### src/rtl/move_commit_unit_pkg.sv
// Shared cell/state encodings and helpers for the 4x4 tic-tac-toe board writer.
package move_commit_unit_pkg;

   localparam int unsigned NumCells = 16;

   localparam logic [1:0] CellEmpty    = 2'b00;
   localparam logic [1:0] CellPlayer   = 2'b01;
   localparam logic [1:0] CellComputer = 2'b10;

   typedef logic [NumCells-1:0][1:0] board_t;

   typedef enum logic [2:0] {
      StPlTurn  = 3'd0,
      StPlCheck = 3'd1,
      StPcTurn  = 3'd2,
      StPcCheck = 3'd3,
      StFull    = 3'd4
   } state_e;

   // One bit per cell, set when the cell holds any mark.
   function automatic logic [NumCells-1:0] occupied(input board_t cells);
      logic [NumCells-1:0] occ;
      for (int k = 0; k < NumCells; k++) begin
         occ[k] = |cells[k];
      end
      return occ;
   endfunction

endpackage

### src/rtl/move_commit_unit_cell_index_decoder.sv
// Combinational 4-bit cell index to 16-bit one-hot enable.
module move_commit_unit_cell_index_decoder
   import move_commit_unit_pkg::*;
(
   input  logic [3:0]          idx_i,
   output logic [NumCells-1:0] onehot_o
);

   assign onehot_o = NumCells'(1) << idx_i;

endmodule

### src/rtl/move_commit_unit.sv
// Board-state writer: accepts player/computer moves, checks emptiness, commits cells and turns.
// Optional player-turn timeout is built only when MOVE_TIMEOUT_EN is defined.
module move_commit_unit
   import move_commit_unit_pkg::*;
#(
   parameter int unsigned TIMEOUT_CYCLES = 1000
) (
   input  logic                clock_i,
   input  logic                reset_n_i,
   input  logic                clear_i,
   input  logic                pl_valid_i,
   input  logic [3:0]          pl_idx_i,
   output logic                pl_ready_o,
   input  logic                pc_valid_i,
   input  logic [3:0]          pc_idx_i,
   output logic                pc_ready_o,
   output logic [NumCells-1:0] PL_en_o,
   output logic [NumCells-1:0] PC_en_o,
   output logic [1:0]          pos1_o,
   output logic [1:0]          pos2_o,
   output logic [1:0]          pos3_o,
   output logic [1:0]          pos4_o,
   output logic [1:0]          pos5_o,
   output logic [1:0]          pos6_o,
   output logic [1:0]          pos7_o,
   output logic [1:0]          pos8_o,
   output logic [1:0]          pos9_o,
   output logic [1:0]          pos10_o,
   output logic [1:0]          pos11_o,
   output logic [1:0]          pos12_o,
   output logic [1:0]          pos13_o,
   output logic [1:0]          pos14_o,
   output logic [1:0]          pos15_o,
   output logic [1:0]          pos16_o,
   output logic                turn_o,
   output logic                illegal_o,
   output logic                board_full_o,
   output logic                timeout_o
);

   state_e              state_q, state_d;
   board_t              cells_q, cells_d;
   logic [NumCells-1:0] pl_en_q, pl_en_d, pc_en_q, pc_en_d;
   logic [NumCells-1:0] dec_onehot;
   logic [3:0]          dec_idx;
   logic                turn_q, turn_d;
   logic                illegal_q, illegal_d;
   logic                full_q, full_d;
   logic                tmo_hit;

   assign dec_idx = (state_q == StPcTurn) ? pc_idx_i : pl_idx_i;

   move_commit_unit_cell_index_decoder u_dec (
      .idx_i    (dec_idx),
      .onehot_o (dec_onehot)
   );

`ifdef MOVE_TIMEOUT_EN
   localparam int unsigned CntW = $clog2(TIMEOUT_CYCLES) + 1;
   logic [CntW-1:0] cnt_q, cnt_d;

   // Counter reads zero in the first cycle of every player turn.
   assign cnt_d   = (state_q == StPlTurn && !clear_i) ? cnt_q + CntW'(1) : '0;
   assign tmo_hit = (state_q == StPlTurn) && !pl_valid_i && !clear_i &&
                    (cnt_q == CntW'(TIMEOUT_CYCLES - 1));

   always_ff @(posedge clock_i or negedge reset_n_i) begin
      if (!reset_n_i) cnt_q <= '0;
      else            cnt_q <= cnt_d;
   end
`else
   logic unused_timeout_cycles;
   assign unused_timeout_cycles = ^TIMEOUT_CYCLES;
   assign tmo_hit = 1'b0;
`endif

   always_comb begin
      state_d   = state_q;
      cells_d   = cells_q;
      pl_en_d   = '0;
      pc_en_d   = '0;
      turn_d    = turn_q;
      illegal_d = 1'b0;
      full_d    = full_q;
      unique case (state_q)
         StPlTurn: begin
            if (pl_valid_i) begin
               pl_en_d = dec_onehot;
               state_d = StPlCheck;
            end else if (tmo_hit) begin
               turn_d  = 1'b1;
               state_d = StPcTurn;
            end
         end
         StPlCheck: begin
            // Decision uses the pre-write board; the write lands at this edge.
            if (|(occupied(cells_q) & pl_en_q)) begin
               illegal_d = 1'b1;
               state_d   = StPlTurn;
            end else begin
               for (int k = 0; k < NumCells; k++) begin
                  if (pl_en_q[k]) cells_d[k] = CellPlayer;
               end
               turn_d  = 1'b1;
               full_d  = &occupied(cells_d);
               state_d = full_d ? StFull : StPcTurn;
            end
         end
         StPcTurn: begin
            if (pc_valid_i) begin
               pc_en_d = dec_onehot;
               state_d = StPcCheck;
            end
         end
         StPcCheck: begin
            if (|(occupied(cells_q) & pc_en_q)) begin
               illegal_d = 1'b1;
               state_d   = StPcTurn;
            end else begin
               for (int k = 0; k < NumCells; k++) begin
                  if (pc_en_q[k]) cells_d[k] = CellComputer;
               end
               turn_d  = 1'b0;
               full_d  = &occupied(cells_d);
               state_d = full_d ? StFull : StPlTurn;
            end
         end
         StFull:  ;
         default: state_d = StPlTurn;
      endcase
      if (clear_i) begin
         state_d   = StPlTurn;
         cells_d   = '0;
         pl_en_d   = '0;
         pc_en_d   = '0;
         turn_d    = 1'b0;
         illegal_d = 1'b0;
         full_d    = 1'b0;
      end
   end

   always_ff @(posedge clock_i or negedge reset_n_i) begin
      if (!reset_n_i) begin
         state_q   <= StPlTurn;
         cells_q   <= '0;
         pl_en_q   <= '0;
         pc_en_q   <= '0;
         turn_q    <= 1'b0;
         illegal_q <= 1'b0;
         full_q    <= 1'b0;
      end else begin
         state_q   <= state_d;
         cells_q   <= cells_d;
         pl_en_q   <= pl_en_d;
         pc_en_q   <= pc_en_d;
         turn_q    <= turn_d;
         illegal_q <= illegal_d;
         full_q    <= full_d;
      end
   end

   assign pl_ready_o   = (state_q == StPlTurn);
   assign pc_ready_o   = (state_q == StPcTurn);
   assign PL_en_o      = pl_en_q;
   assign PC_en_o      = pc_en_q;
   assign turn_o       = turn_q;
   assign illegal_o    = illegal_q;
   assign board_full_o = full_q;
   assign timeout_o    = tmo_hit;

   assign pos1_o  = cells_q[0];
   assign pos2_o  = cells_q[1];
   assign pos3_o  = cells_q[2];
   assign pos4_o  = cells_q[3];
   assign pos5_o  = cells_q[4];
   assign pos6_o  = cells_q[5];
   assign pos7_o  = cells_q[6];
   assign pos8_o  = cells_q[7];
   assign pos9_o  = cells_q[8];
   assign pos10_o = cells_q[9];
   assign pos11_o = cells_q[10];
   assign pos12_o = cells_q[11];
   assign pos13_o = cells_q[12];
   assign pos14_o = cells_q[13];
   assign pos15_o = cells_q[14];
   assign pos16_o = cells_q[15];

endmodule

### config.mk
export PLATFORM = sky130hd
export DESIGN_NAME = move_commit_unit
export DESIGN_NICKNAME = d
export VERILOG_FILES = /design/src/rtl/move_commit_unit_pkg.sv /design/src/rtl/move_commit_unit_cell_index_decoder.sv /design/src/rtl/move_commit_unit.sv
export SDC_FILE = /design/constraint.sdc
export NUM_CORES = 1
export LEC_CHECK = 0
export ABC_CLOCK_PERIOD_IN_PS = 2200
export CORE_UTILIZATION = 30
export CTS_CLUSTER_SIZE = 10
export DETAILED_ROUTE_END_ITERATION = 7
export PLACE_DENSITY = 0.65
export SYNTH_ARGS = -nofsm -noshare
export SYNTH_HDL_FRONTEND = slang
export SYNTH_HIERARCHICAL = 1
export SYNTH_SLANG_ARGS = --single-unit
### constraint.sdc
create_clock -name clock_i -period 2.2 [get_ports clock_i]
set_input_delay 0.44 -clock clock_i [delete_from_list [all_inputs] [get_ports clock_i]]
set_output_delay 0.44 -clock clock_i [all_outputs]
set_load 0.01 [all_outputs]
* Word-level counts from Yosys, hierarchy flattened
Cells that the tools add are included.
** Storage, ports and cells
- Flip-flop bits (word level) :: 70
- Input bits :: 13
- Output and inout bits :: 70
- Word-level logic and storage cells :: 217
** Operators by class
- Equality and inequality tests :: 9
- Shift-type cells :: 1
- Muxes and demuxes :: 127
- Bitwise operators :: 2
- Reduce and logical (&&, ||, !) cells :: 56
** Operators by type and width (count)
- 2-bit two-way mux :: 96
- 16-bit two-way mux :: 6
- 32-bit two-way mux :: 3
- 2-bit OR reduction :: 48
- 32-bit case mux with 2 select lines :: 1
- 16-bit bitwise AND :: 2
- 16-bit AND reduction :: 2
- 16-bit OR reduction :: 2
- 3-bit two-way mux :: 7
- 1-bit by 4-bit left shift with 16-bit output, first input constant :: 1
- 3-bit case mux with 5 select lines :: 1
- 3-bit != test, second input constant :: 4
- 1-bit two-way mux :: 9
- 3-bit by 2-bit equality test with 1-bit output, second input constant :: 2
- 1-bit case mux with 2 select lines :: 3
- 3-bit AND reduction :: 2
- 4-bit two-way mux :: 1
- 3-bit by 1-bit equality test with 1-bit output, second input constant :: 1
- 3-bit equality test, second input constant :: 1
- 3-bit logical NOT :: 1
- 3-bit nonzero test :: 1
- 2-bit != test, second input constant :: 1

* Depth between registers and ports, before layout
Gate-level depths: netlist of the first run.
- Word-level depth :: 11
- Mapped depth :: 7
- Mapped depth without buffers :: 5

* By module
The synthesis of the first run kept the hierarchy.
** By module, submodules not included
- move_commit_unit :: times used 1, cells an instance 299, area each 3067.9 um^2, sequential area each 1751.7 um^2
- move_commit_unit_cell_index_decoder :: times used 1, cells an instance 20, area each 276.5 um^2, sequential area each 0.0 um^2

* Worst setup path after synthesis of the first run
OpenSTA, ideal clock, no wires.
- Path type :: reg-to-reg
- Start point :: register state_q[2]
- End point :: register pc_en_q[0], in the netlist PC_en_o[0]
- Setup time :: 0.066 ns
- Arrival time :: 1.771 ns
- Data required time :: 2.134 ns
- Setup slack :: 0.363 ns
- Stages on the path, launching flop included :: 6
- Buffers on the path :: 1
- Clock period less this slack :: 1.837 ns
- Cells stage by stage :: dfrtp_1 > nor3b_4 > mux2_2 > buf_6 > nor4_2 > and2_1
** On the way
- Longest elaborated chain between the ends :: 6
** RTL lines
- start, declared :: RTL line move_commit_unit.sv:41 : state_e state_q, state_d;
- start signal, assigned :: RTL line move_commit_unit.sv:144 : state_q <= StPlTurn;
- start signal, assigned :: RTL line move_commit_unit.sv:152 : state_q <= state_d;
- 3-bit by 2-bit equality test with 1-bit output
- named net pc_ready_o :: RTL line move_commit_unit.sv:16 : output logic pc_ready_o,
- 4-bit two-way mux :: RTL line move_commit_unit.sv:51 : assign dec_idx = (state_q == StPcTurn) ? pc_idx_i : pl_idx_i;
- named net dec_idx[2] :: RTL line move_commit_unit.sv:45 : logic [3:0] dec_idx;
- 1-bit by 4-bit left shift with 16-bit output :: RTL line move_commit_unit_cell_index_decoder.sv:9 : assign onehot_o = NumCells'(1) << idx_i;
- named net dec_onehot[0] :: RTL line move_commit_unit.sv:44 : logic [NumCells-1:0] dec_onehot;
- 16-bit two-way mux :: RTL line move_commit_unit.sv:110 : if (pc_valid_i) begin
- 16-bit two-way mux :: RTL line move_commit_unit.sv:85 : unique case (state_q)
- 16-bit two-way mux :: RTL line move_commit_unit.sv:131 : if (clear_i) begin
- named net pc_en_d[0] :: RTL line move_commit_unit.sv:43 : logic [NumCells-1:0] pl_en_q, pl_en_d, pc_en_q, pc_en_d;
- end signal, assigned :: RTL line move_commit_unit.sv:155 : pc_en_q <= pc_en_d;
- end, declared :: RTL line move_commit_unit.sv:43
The timed path passes the listed nets, and every way through them passes these cells.
A chain may end at the register's enable or synchronous reset.

* Worst setup path after layout of the first run
- Start point :: register state_q[1]
- End point :: output port pc_ready_o
** On the way
- Longest elaborated chain between the ends :: 1
** RTL lines
- 3-bit by 2-bit equality test with 1-bit output :: RTL line move_commit_unit.sv:163 : assign pc_ready_o = (state_q == StPcTurn);
- end, declared :: RTL line move_commit_unit.sv:16
No other way between the ends.

==> flow_summary.ini, run 1 <==
[drt]
via_per_inst = 5.37
wirelength_mm = 10.5
first_pass_iters = 5
post_drt_wl_per_cell_um = 18.8
num_vias = 2984
postRouteAntennaNets = 0
first_iter_violations = 288
drcViolationCount = 0

[clocking]
clk_latency_ps = 350
cts_root_buffer = clkbuf_8
clk_pin_slew_ps = 80
cts_tree = built
cts.sinks = 70
cts.hold.buffers_added = 0
clockBufferDepth = 2
cts-buffers-inserted = 9
htree_levels = 3

[synth]
synth_edf_count = 0
syn_inst = 319
synth_top_area_share_pct = 52.4
yosys-top-cells-area = dfrtp_1, a31oi_1, and2_1, nor3_1, nor2_1
synth-async-reset-ratio_pct = 100
synth_fa_ha_area_share_pct = 0
yosysWarnings = 6
synth_nets = 332
synth_top_family_by_area = simple AND/OR/NAND/NOR gates
synthXorXnorAreaFrac_pct = 0
synth_compound_area_share_pct = 12.2
synth_largest_area_cell = dfrtp_1
syn_avg_cell_area_sq_um = 10.5
synthMuxAreaShare_pct = 1.35
ys_top_cells_by_count = dfrtp_1, nor3_1, nor2_1
synthFlopType = dfrtp_1
ys_types = 37
synthesis.area_sq_um = 3340
synth_seq_area_share_pct = 52.4
yosys.area_share.simple_pct = 30.0
synth.most_common_cell = dfrtp_1
synth-seq-cells = 70

[global_route]
overflow = 0
grt_pass1_wl_mm = 16.1
grt_pass1_vias = 2831
antenna_found_initial = 0
grtUsageTotal_pct = 18.9
grt_max_degree = 26

[timing]
worstMarginPinSlew_ps = 743
setup_tns_ps = 0
min_period_over_period_pct = 96.0
setup_viol = 0
rsz0062_at_grt = no
hold_ws_ps = 73.8
min_period_ps = 2110
hold_violations = 0
finalMaxSlewViolations = 0
fmax_mhz = 474
timing.slew.headroom_pct = 50.3
fin_skew_ps = 9.25

[power_and_ir_drop]
irDropWorstVdd_uv = 222
power_density_nw_per_um2 = 643
leakagePower_nw = 1.96

[layout]
drive_gt1_share_pct = 12.7
areaGrowthSynthToFinish_pct = 38.5
num_antenna_cells = 0
layout.nets = 424
final_area_sq_um = 4630

[worst_setup_path]
endpoint_kind = primary output
cp-start-kind = flip-flop
worstPathArrival_ps = 1670
cp_max_fo = 7
crit_required_ps = 1760
crit_type = reg -> out

[outcome]
status = complete, no violations

[floorplan]
die-area_sq_um = 11600
initial_core_util_pct = 30.9
row_count = 38
die_h_um = 108
io_pins = 83
core_area_sq_um = 10800
die_w_um = 108

[hold_path]
hold_class = in -> async

[placed_design]
placed_area_sq_um = 4350
io_buffers = 81
routabilityCongestion = 0.975
hpwlAfterDp_mm = 7.89

[job]
maxCapViolCount = 0
==> metrics by stage <==
| stage | cells | utilization, % | setup slack [ps] | power, mW |
|---|---|---|---|---|
| floorplan | 319 | - | 363 | 1.50 |
| global placement | 539 | 40.1 | 205 | 1.60 |
| detailed placement | 539 | 40.1 | 118 | 1.60 |
| CTS | 556 | 42.7 | 71.9 | 2.99 |
| global route | 556 | 42.7 | 41.1 | 3.08 |
| finish | 556 | 42.7 | 88.6 | 2.98 |
==> logic make-up after synthesis <==
group | Yosys count
AO/OA/AOI/OAI | 70
buffers and inverters | 20
flip-flops | 70
multiplexers | 4
other | 1
AND/OR/NAND/NOR | 154
==> worst paths after layout <==
path                                        startpoint                endpoint  slack (ps)  cells past startpoint
min in group clock_i            pos13_o[0]$_DFFE_PN0P_  pos13_o[0]$_DFFE_PN0P_         600                      2
worst max register to register  state_q[1]$_DFFE_PN0P_   PL_en_o[14]$_DFF_PN0_         100                      5
max in group asynchronous                    reset_n_i    PC_en_o[5]$_DFF_PN0_        1410                      2
worst max-delay path            state_q[1]$_DFFE_PN0P_              pc_ready_o          90                      2
worst min-delay path                         reset_n_i   pos7_o[1]$_DFFE_PN0P_          70                      1
worst min register to register  pos13_o[0]$_DFFE_PN0P_  pos13_o[0]$_DFFE_PN0P_         600                      2
==> critical path, stage by stage (launching register included) <==
cell             delay (ps)
dfrtp_1                 480
nor3b_4                 250
clkdlybuf4s50_1         590
==> placed cells by master, fill, tap and decap left out, drive strengths merged, types with 2 or more instances in the layout <==
cell,instances
mux2,4
clkdlybuf4s50,80
nor2,34
nor3b,4
nand4,10
o21ai,32
nor4b,4
and2,31
nand2b,2
clkbuf,10
dfrtp,70
nand3,2
and4bb,6
and4,3
nand2,3
nor3,34
nor4,12
nor2b,2
bufinv,4
a221o,2
a31oi,32
buf,20
and4b,4
and3b,2
==> what timing repair did <==
item | CTS | global route
gates cloned | 0 | 0
setup endpoints to repair | 1 | 1
resized for setup | 0 | 1
setup buffers | 1 | 0
==> metal layers <==
metal	vias to the layer above	wire [um]	global-route usage, %
met4	0	346	8.81
li1	1371	-	-
met1	1444	4480	25.1
met3	23	574	3.09
met2	146	5070	30.1
met5	-	0	0
==> report_power, final <==
group	switching, mW	total (mW)	internal (mW)
Combinational	0.154	0.264	0.110
Clock	0.498	1.39	0.896
Sequential	0.0202	1.32	1.30
==> layout make-up <==
cell class | instances | area (sq um)
inverters | 1 | 3.75
clock buffers | 10 | 138
well taps | 140 | 175
clock inverters | 6 | 133
multi-input cells | 229 | 1470
fillers | 1064 | 6210
repair buffers | 100 | 961
flip-flops and latches | 70 | 1750
No activity file was read; power rests on OpenSTA's default activity.
==> run 2, diff against run 1 <==
Settings changed: ABC_AREA set to 1, CORE_UTILIZATION 30 to 52, PLACE_DENSITY 0.65 to 0.92.
==> run 2 against run 1 <==
Clock skew up 6.5 ps. Fmax up 5.0%. Total power down 5.0%. Synthesized area up 25%. Clock-buffer cell count down 1. Register-to-register slack better by 90 ps. Setup slack better by 100 ps. Synthesized cell count up 93%. Sequential share of layout area down 4.8 points. Hold slack better by 14 ps. Critical path type is now reg -> reg. Critical endpoint is now pos10_o[1]$_DFFE_PN0P_. Largest power group is now sequential cells. Highest routed layer unchanged.
==> flow_summary.ini, run 2 <==
[floorplan]
die_w_um = 91.7
core_area_sq_um = 7770
row_count = 32
initial_core_util_pct = 53.8
io_pins = 83
die_h_um = 91.7
die-area_sq_um = 8400

[power_and_ir_drop]
power_density_nw_per_um2 = 533
power.total_mw = 2.83
leakagePower_nw = 2.51
irDropWorstVdd_uv = 399

[timing]
rsz0062_at_grt = no
finalWorstSetupSlack_ps = 189
min_period_ps = 2010
min_period_over_period_pct = 91.4
worstMarginPinSlew_ps = 723
fin_skew_ps = 15.8
finalMaxSlewViolations = 0
fmax_mhz = 497
setup_viol = 0
hold_violations = 0
timing.slew.headroom_pct = 51.8
setup_tns_ps = 0

[synth]
synthFlopType = dfrtp_1
synthesis.area_sq_um = 4180
synth_seq_area_share_pct = 41.9
synth_top_area_share_pct = 41.9
ys_top_cells_by_count = nand2_1, nor2_1, dfrtp_1
synth.most_common_cell = nand2_1
synth_edf_count = 0
yosys-top-cells-area = dfrtp_1, nand2_1, nor2_1, inv_1, nand3_1
synth_nets = 629
synth-seq-cells = 70
syn_avg_cell_area_sq_um = 6.79
ys_types = 25
synth_largest_area_cell = dfrtp_1
syn_inst = 616
synth-async-reset-ratio_pct = 100
yosysWarnings = 6

[worst_setup_path]
worstPathArrival_ps = 2260
rr_startpoint = pos12_o[1]$_DFFE_PN0P_
worstPathCellList = nor2_2 > nor2_1 > nor2_1 > nand2_1 > nor2_2 > nand3_4 > buf_4 > nand4_1 > nand2_1
reg2reg_slack_ps = 190
ff2ff_path_depth = 9
crit_type = reg -> reg
max_stage_delay_ps = 470
worst-path-stages = 9
critical_path.endpoint = pos10_o[1]$_DFFE_PN0P_
crit_required_ps = 2450
path_buf_inv = 1
critPathTopFamily = simple AND/OR/NAND/NOR gates
cp-start-kind = flip-flop
cp_max_fo = 17
worstSetupStartpoint = pos12_o[1]$_DFFE_PN0P_
critPathSlowestCell = dfrtp_1
endpoint_kind = flip-flop
rr_endpoint = pos10_o[1]$_DFFE_PN0P_

[global_route]
grt_pass1_vias = 4325
grt_max_degree = 71
overflow = 0
grtUsageTotal_pct = 32.3
grt_pass1_wl_mm = 21.2
antenna_found_initial = 0

[drt]
num_vias = 4635
first_iter_violations = 623
first_pass_iters = 6
postRouteAntennaNets = 0
via_per_inst = 5.79
post_drt_wl_per_cell_um = 16.1
wirelength_mm = 12.9
drcViolationCount = 0

[clocking]
htree_levels = 3
cts_setup_buffers = 0
cts.hold.buffers_added = 0
clockBufferDepth = 2
cts_root_buffer = clkbuf_8
clk_latency_ps = 350
cts.sinks = 70
cts_resized = 0
clk_pin_slew_ps = 90
cts_tree = built
cts-buffers-inserted = 9

[layout]
fin_util_pct = 68.3
final_common_cell = nand2_1
final_cell_mix = nand2_1, nor2_1, clkdlybuf4s50_1
areaGrowthSynthToFinish_pct = 26.8
layout.nets = 706
drive_gt1_share_pct = 6.73
num_antenna_cells = 0

[placed_design]
routabilityCongestion = 0.964
io_buffers = 81
hpwlAfterDp_mm = 9.28
preCtsSetupSlack_ps = 191

[job]
maxCapViolCount = 0

[hold_path]
hold_class = in -> async

[outcome]
status = complete, no violations
run 2: cell count changes after synthesis, sizes merged, moves of 6 or more:
cell,before,now
clkbuf,4,15
o21ai,32,39
nor4,12,1
nand4,10,32
inv,1,69
and4bb,6,0
nand3,2,46
and2,31,1
nor2,34,113
a21oi,1,33
a31oi,32,0
nand2,3,150
run 2: cells by family after synthesis:
logic type / Yosys count / synth area share, %
other: 1 / 0.0897
DFF: 70 / 41.9
AOI/OAI and AO/OA: 74 / 8.92
buffers and inverters: 97 / 9.63
and+or+nand+nor: 374 / 39.5
run 2: worst min-delay path by stage:
stage	from	end	cells after the start
3_5_place_dp	reset_n_i	pos12_o[0]$_DFFE_PN0P_	2
3_3_place_gp	reset_n_i	pos11_o[1]$_DFFE_PN0P_	2
4_1_cts	reset_n_i	pos12_o[0]$_DFFE_PN0P_	2
6_report	reset_n_i	pos11_o[1]$_DFFE_PN0P_	2
2_1_floorplan	reset_n_i	PC_en_o[0]$_DFF_PN0_	0
5_1_grt	reset_n_i	pos11_o[1]$_DFFE_PN0P_	2
run 2: cell type report:
cell class	count	area, sq um
clock buffers	9	124
clock inverters	7	80.1
fillers	668	2460
inverters	70	263
multi-input cells	449	2040
flip-flops and latches	70	1750
well taps	102	128
repair buffers	93	913
run 2: metal layers:
layer  GRT usage (%)  routed length, um
met5               0                  0
met1            42.6               5160
met3            5.47               1120
met2            52.7               6250
met4            13.4                342
run 2: stage by stage:
step                      area, sq um  hold slack, ps  std cells
after global routing             5300             120        800
after detailed placement         5080             497        784
final                            5300            87.9        800
after global placement           5080             486        784
after CTS                        5280             117        800
after floorplan                  4180             144        616
run 2: where the power goes:
group | switching [mW] | total, mW | internal, mW
logic | 0.295 | 0.411 | 0.117
clock network | 0.559 | 1.10 | 0.539
registers | 0.0189 | 1.32 | 1.30
total | 0.872 | 2.83 | 1.96
==> run 3, diff against run 2 <==
Settings changed: CORE_MARGIN set to 4, PLACE_DENSITY 0.92 to 0.81, SYNTH_HIERARCHICAL 1 to unset.
==> run 3 against run 2 <==
Clock power is 6% higher. Critical path depth is 7 lower. Flip-flop and latch count stayed put. Combinational power is 7.3% higher. Cell count is 3.9% lower. Critical path type is now reg -> out. Largest power group unchanged.
==> flow_summary.ini, run 3 <==
[outcome]
status = complete, no violations

[clocking]
cts_tree = built
clk_pin_slew_ps = 80
clk_latency_ps = 350
cts_root_buffer = clkbuf_8
cts.sinks = 70
clockBufferDepth = 2
cts_setup_buffers = 0
cts.hold.buffers_added = 0
htree_levels = 3
cts-buffers-inserted = 9

[worst_setup_path]
reg2reg_slack_ps = 250
endpoint_kind = primary output
cp_max_fo = 5
cp-start-kind = flip-flop
critPathSlowestCell = clkdlybuf4s50_1
ff2ff_path_depth = 10
rr_startpoint = pos6_o[0]$_DFFE_PN0P_
worstPathArrival_ps = 1650
rr_endpoint = pos10_o[1]$_DFFE_PN0P_
crit_type = reg -> out
worstPathCellList = nor3_2 > clkdlybuf4s50_1
crit_required_ps = 1760
max_stage_delay_ps = 570

[placed_design]
routabilityCongestion = 0.941
placed_cells = 753
placed_area_sq_um = 5030
hpwlAfterDp_mm = 9.11
preCtsSetupSlack_ps = 282
io_buffers = 81

[timing]
finalMaxSlewViolations = 0
min_period_ps = 2090
setup_tns_ps = 0
setup_viol = 0
fin_skew_ps = 7.61
hold_violations = 0
rsz0062_at_grt = no
min_period_over_period_pct = 94.9
finalWorstSetupSlack_ps = 112
fmax_mhz = 479
hold_ws_ps = 25.7

[synth]
yosys-top-cells-area = dfrtp_1, nand2_1, nor2_1, nand4_1, o21ai_0
syn_avg_cell_area_sq_um = 7.00
synth_nets = 593
synth-async-reset-ratio_pct = 100
synth.most_common_cell = nand2_1
ys_top_cells_by_count = nand2_1, nor2_1, dfrtp_1
synth_edf_count = 0
synthesis.area_sq_um = 4060
synth-seq-cells = 70
synth_seq_area_share_pct = 43.1
synth_largest_area_cell = dfrtp_1
syn_inst = 580
synth_top_area_share_pct = 43.1
yosysWarnings = 0
ys_types = 31
synthFlopType = dfrtp_1

[drt]
post_drt_wl_per_cell_um = 16.1
drcViolationCount = 0
num_vias = 4313
postRouteAntennaNets = 0
wirelength_mm = 12.4
via_per_inst = 5.61
first_iter_violations = 285
first_pass_iters = 5

[floorplan]
row_count = 31
die_h_um = 96.4
die_w_um = 96.4
initial_core_util_pct = 54.8
core_area_sq_um = 7410
die-area_sq_um = 9290
io_pins = 83

[layout]
areaGrowthSynthToFinish_pct = 29.7
num-fill-cells = 609
num_antenna_cells = 0
final_common_cell = nand2_1
final_area_sq_um = 5270
drive_gt1_share_pct = 9.40
layout.nets = 678
fin_util_pct = 71.1
fin_cells = 769
final_cell_mix = nand2_1, nor2_1, clkdlybuf4s50_1

[global_route]
overflow = 0
grtUsageTotal_pct = 28.3
grt_max_degree = 37
antenna_found_initial = 0
grt_pass1_vias = 4119
grt_pass1_wl_mm = 20.3

[power_and_ir_drop]
power_density_nw_per_um2 = 559
irDropWorstVdd_uv = 278
power.total_mw = 2.94
leakagePower_nw = 2.52

[job]
maxCapViolCount = 0

[hold_path]
hold_class = in -> async
==> run 3: cell types whose count changed in the layout (fill, tap and decap cells not counted), moves of 4 or more <==
| cell | previous run | this run |
|---|---|---|
| a221oi_1 | 0 | 4 |
| inv_2 | 3 | 8 |
| inv_1 | 66 | 45 |
| nor2_1 | 103 | 95 |
| nand3_1 | 44 | 9 |
| nand2_1 | 149 | 185 |
| a211oi_1 | 0 | 4 |
| nor2_2 | 8 | 1 |
| a21oi_1 | 33 | 22 |
| nor3_2 | 0 | 8 |
| nor3_1 | 30 | 11 |
==> run 3: what timing repair did <==
item / 4_1_cts / 5_1_grt
cloned: 0 / 0
pin swaps: 0 / 1
setup endpoints to repair: 1 / 8
gates resized for setup: 1 / 5
==> run 3: power breakdown <==
part / total (mW) / internal [mW] / switching [mW]
registers: 1.34 / 1.31 / 0.0299
logic: 0.441 / 0.154 / 0.287
clock network: 1.17 / 0.667 / 0.499
==> run 3: how the worst max path moves through the flow <==
stage	start	to	cells after the start
2_1_floorplan	pos13_o[0]$_DFFE_PN0P_	pos10_o[0]$_DFFE_PN0P_	11
3_3_place_gp	pos6_o[1]$_DFFE_PN0P_	pos13_o[0]$_DFFE_PN0P_	10
3_5_place_dp	pos6_o[1]$_DFFE_PN0P_	pos10_o[1]$_DFFE_PN0P_	10
4_1_cts	state_q[2]$_DFFE_PN0P_	pc_ready_o	4
5_1_grt	state_q[1]$_DFFE_PN0P_	pl_ready_o	2
6_report	state_q[1]$_DFFE_PN0P_	pl_ready_o	2
==> run 3: cell type report <==
type	count	area [sq um]	share of cell area (%)
Clock inverter	4	70.1	1.33
Tap cell	99	124	2.35
Sequential cell	70	1750	33.3
Multi-Input combinational cell	431	2000	38.0
Timing Repair Buffer	97	953	18.1
Clock buffer	12	145	2.75
Inverter	56	218	4.13
==> run 3: critical path, delay by kind of cell (launching register included) <==
kind          cells  cell delay, ps
flops             1             500
simple gates      1             230
buf+inv           1             570
==> run 3: cell families after synthesis <==
logic type             count (synthesis)  synth area share [%]
AO/OA/AOI/OAI                         76                  11.0
buffers and inverters                 79                  7.98
flip-flops                            70                  43.1
other                                  1                0.0923
AND/OR/NAND/NOR                      354                  37.8
==> run 3: per-layer routing <==
layer,up-vias,track usage [%],part of all wire [%]
li1,2050,-,-
met1,2059,37.4,43
met2,181,46.3,48
met3,23,5.96,6.3
met4,0,9.81,1.9
met5,-,0,0
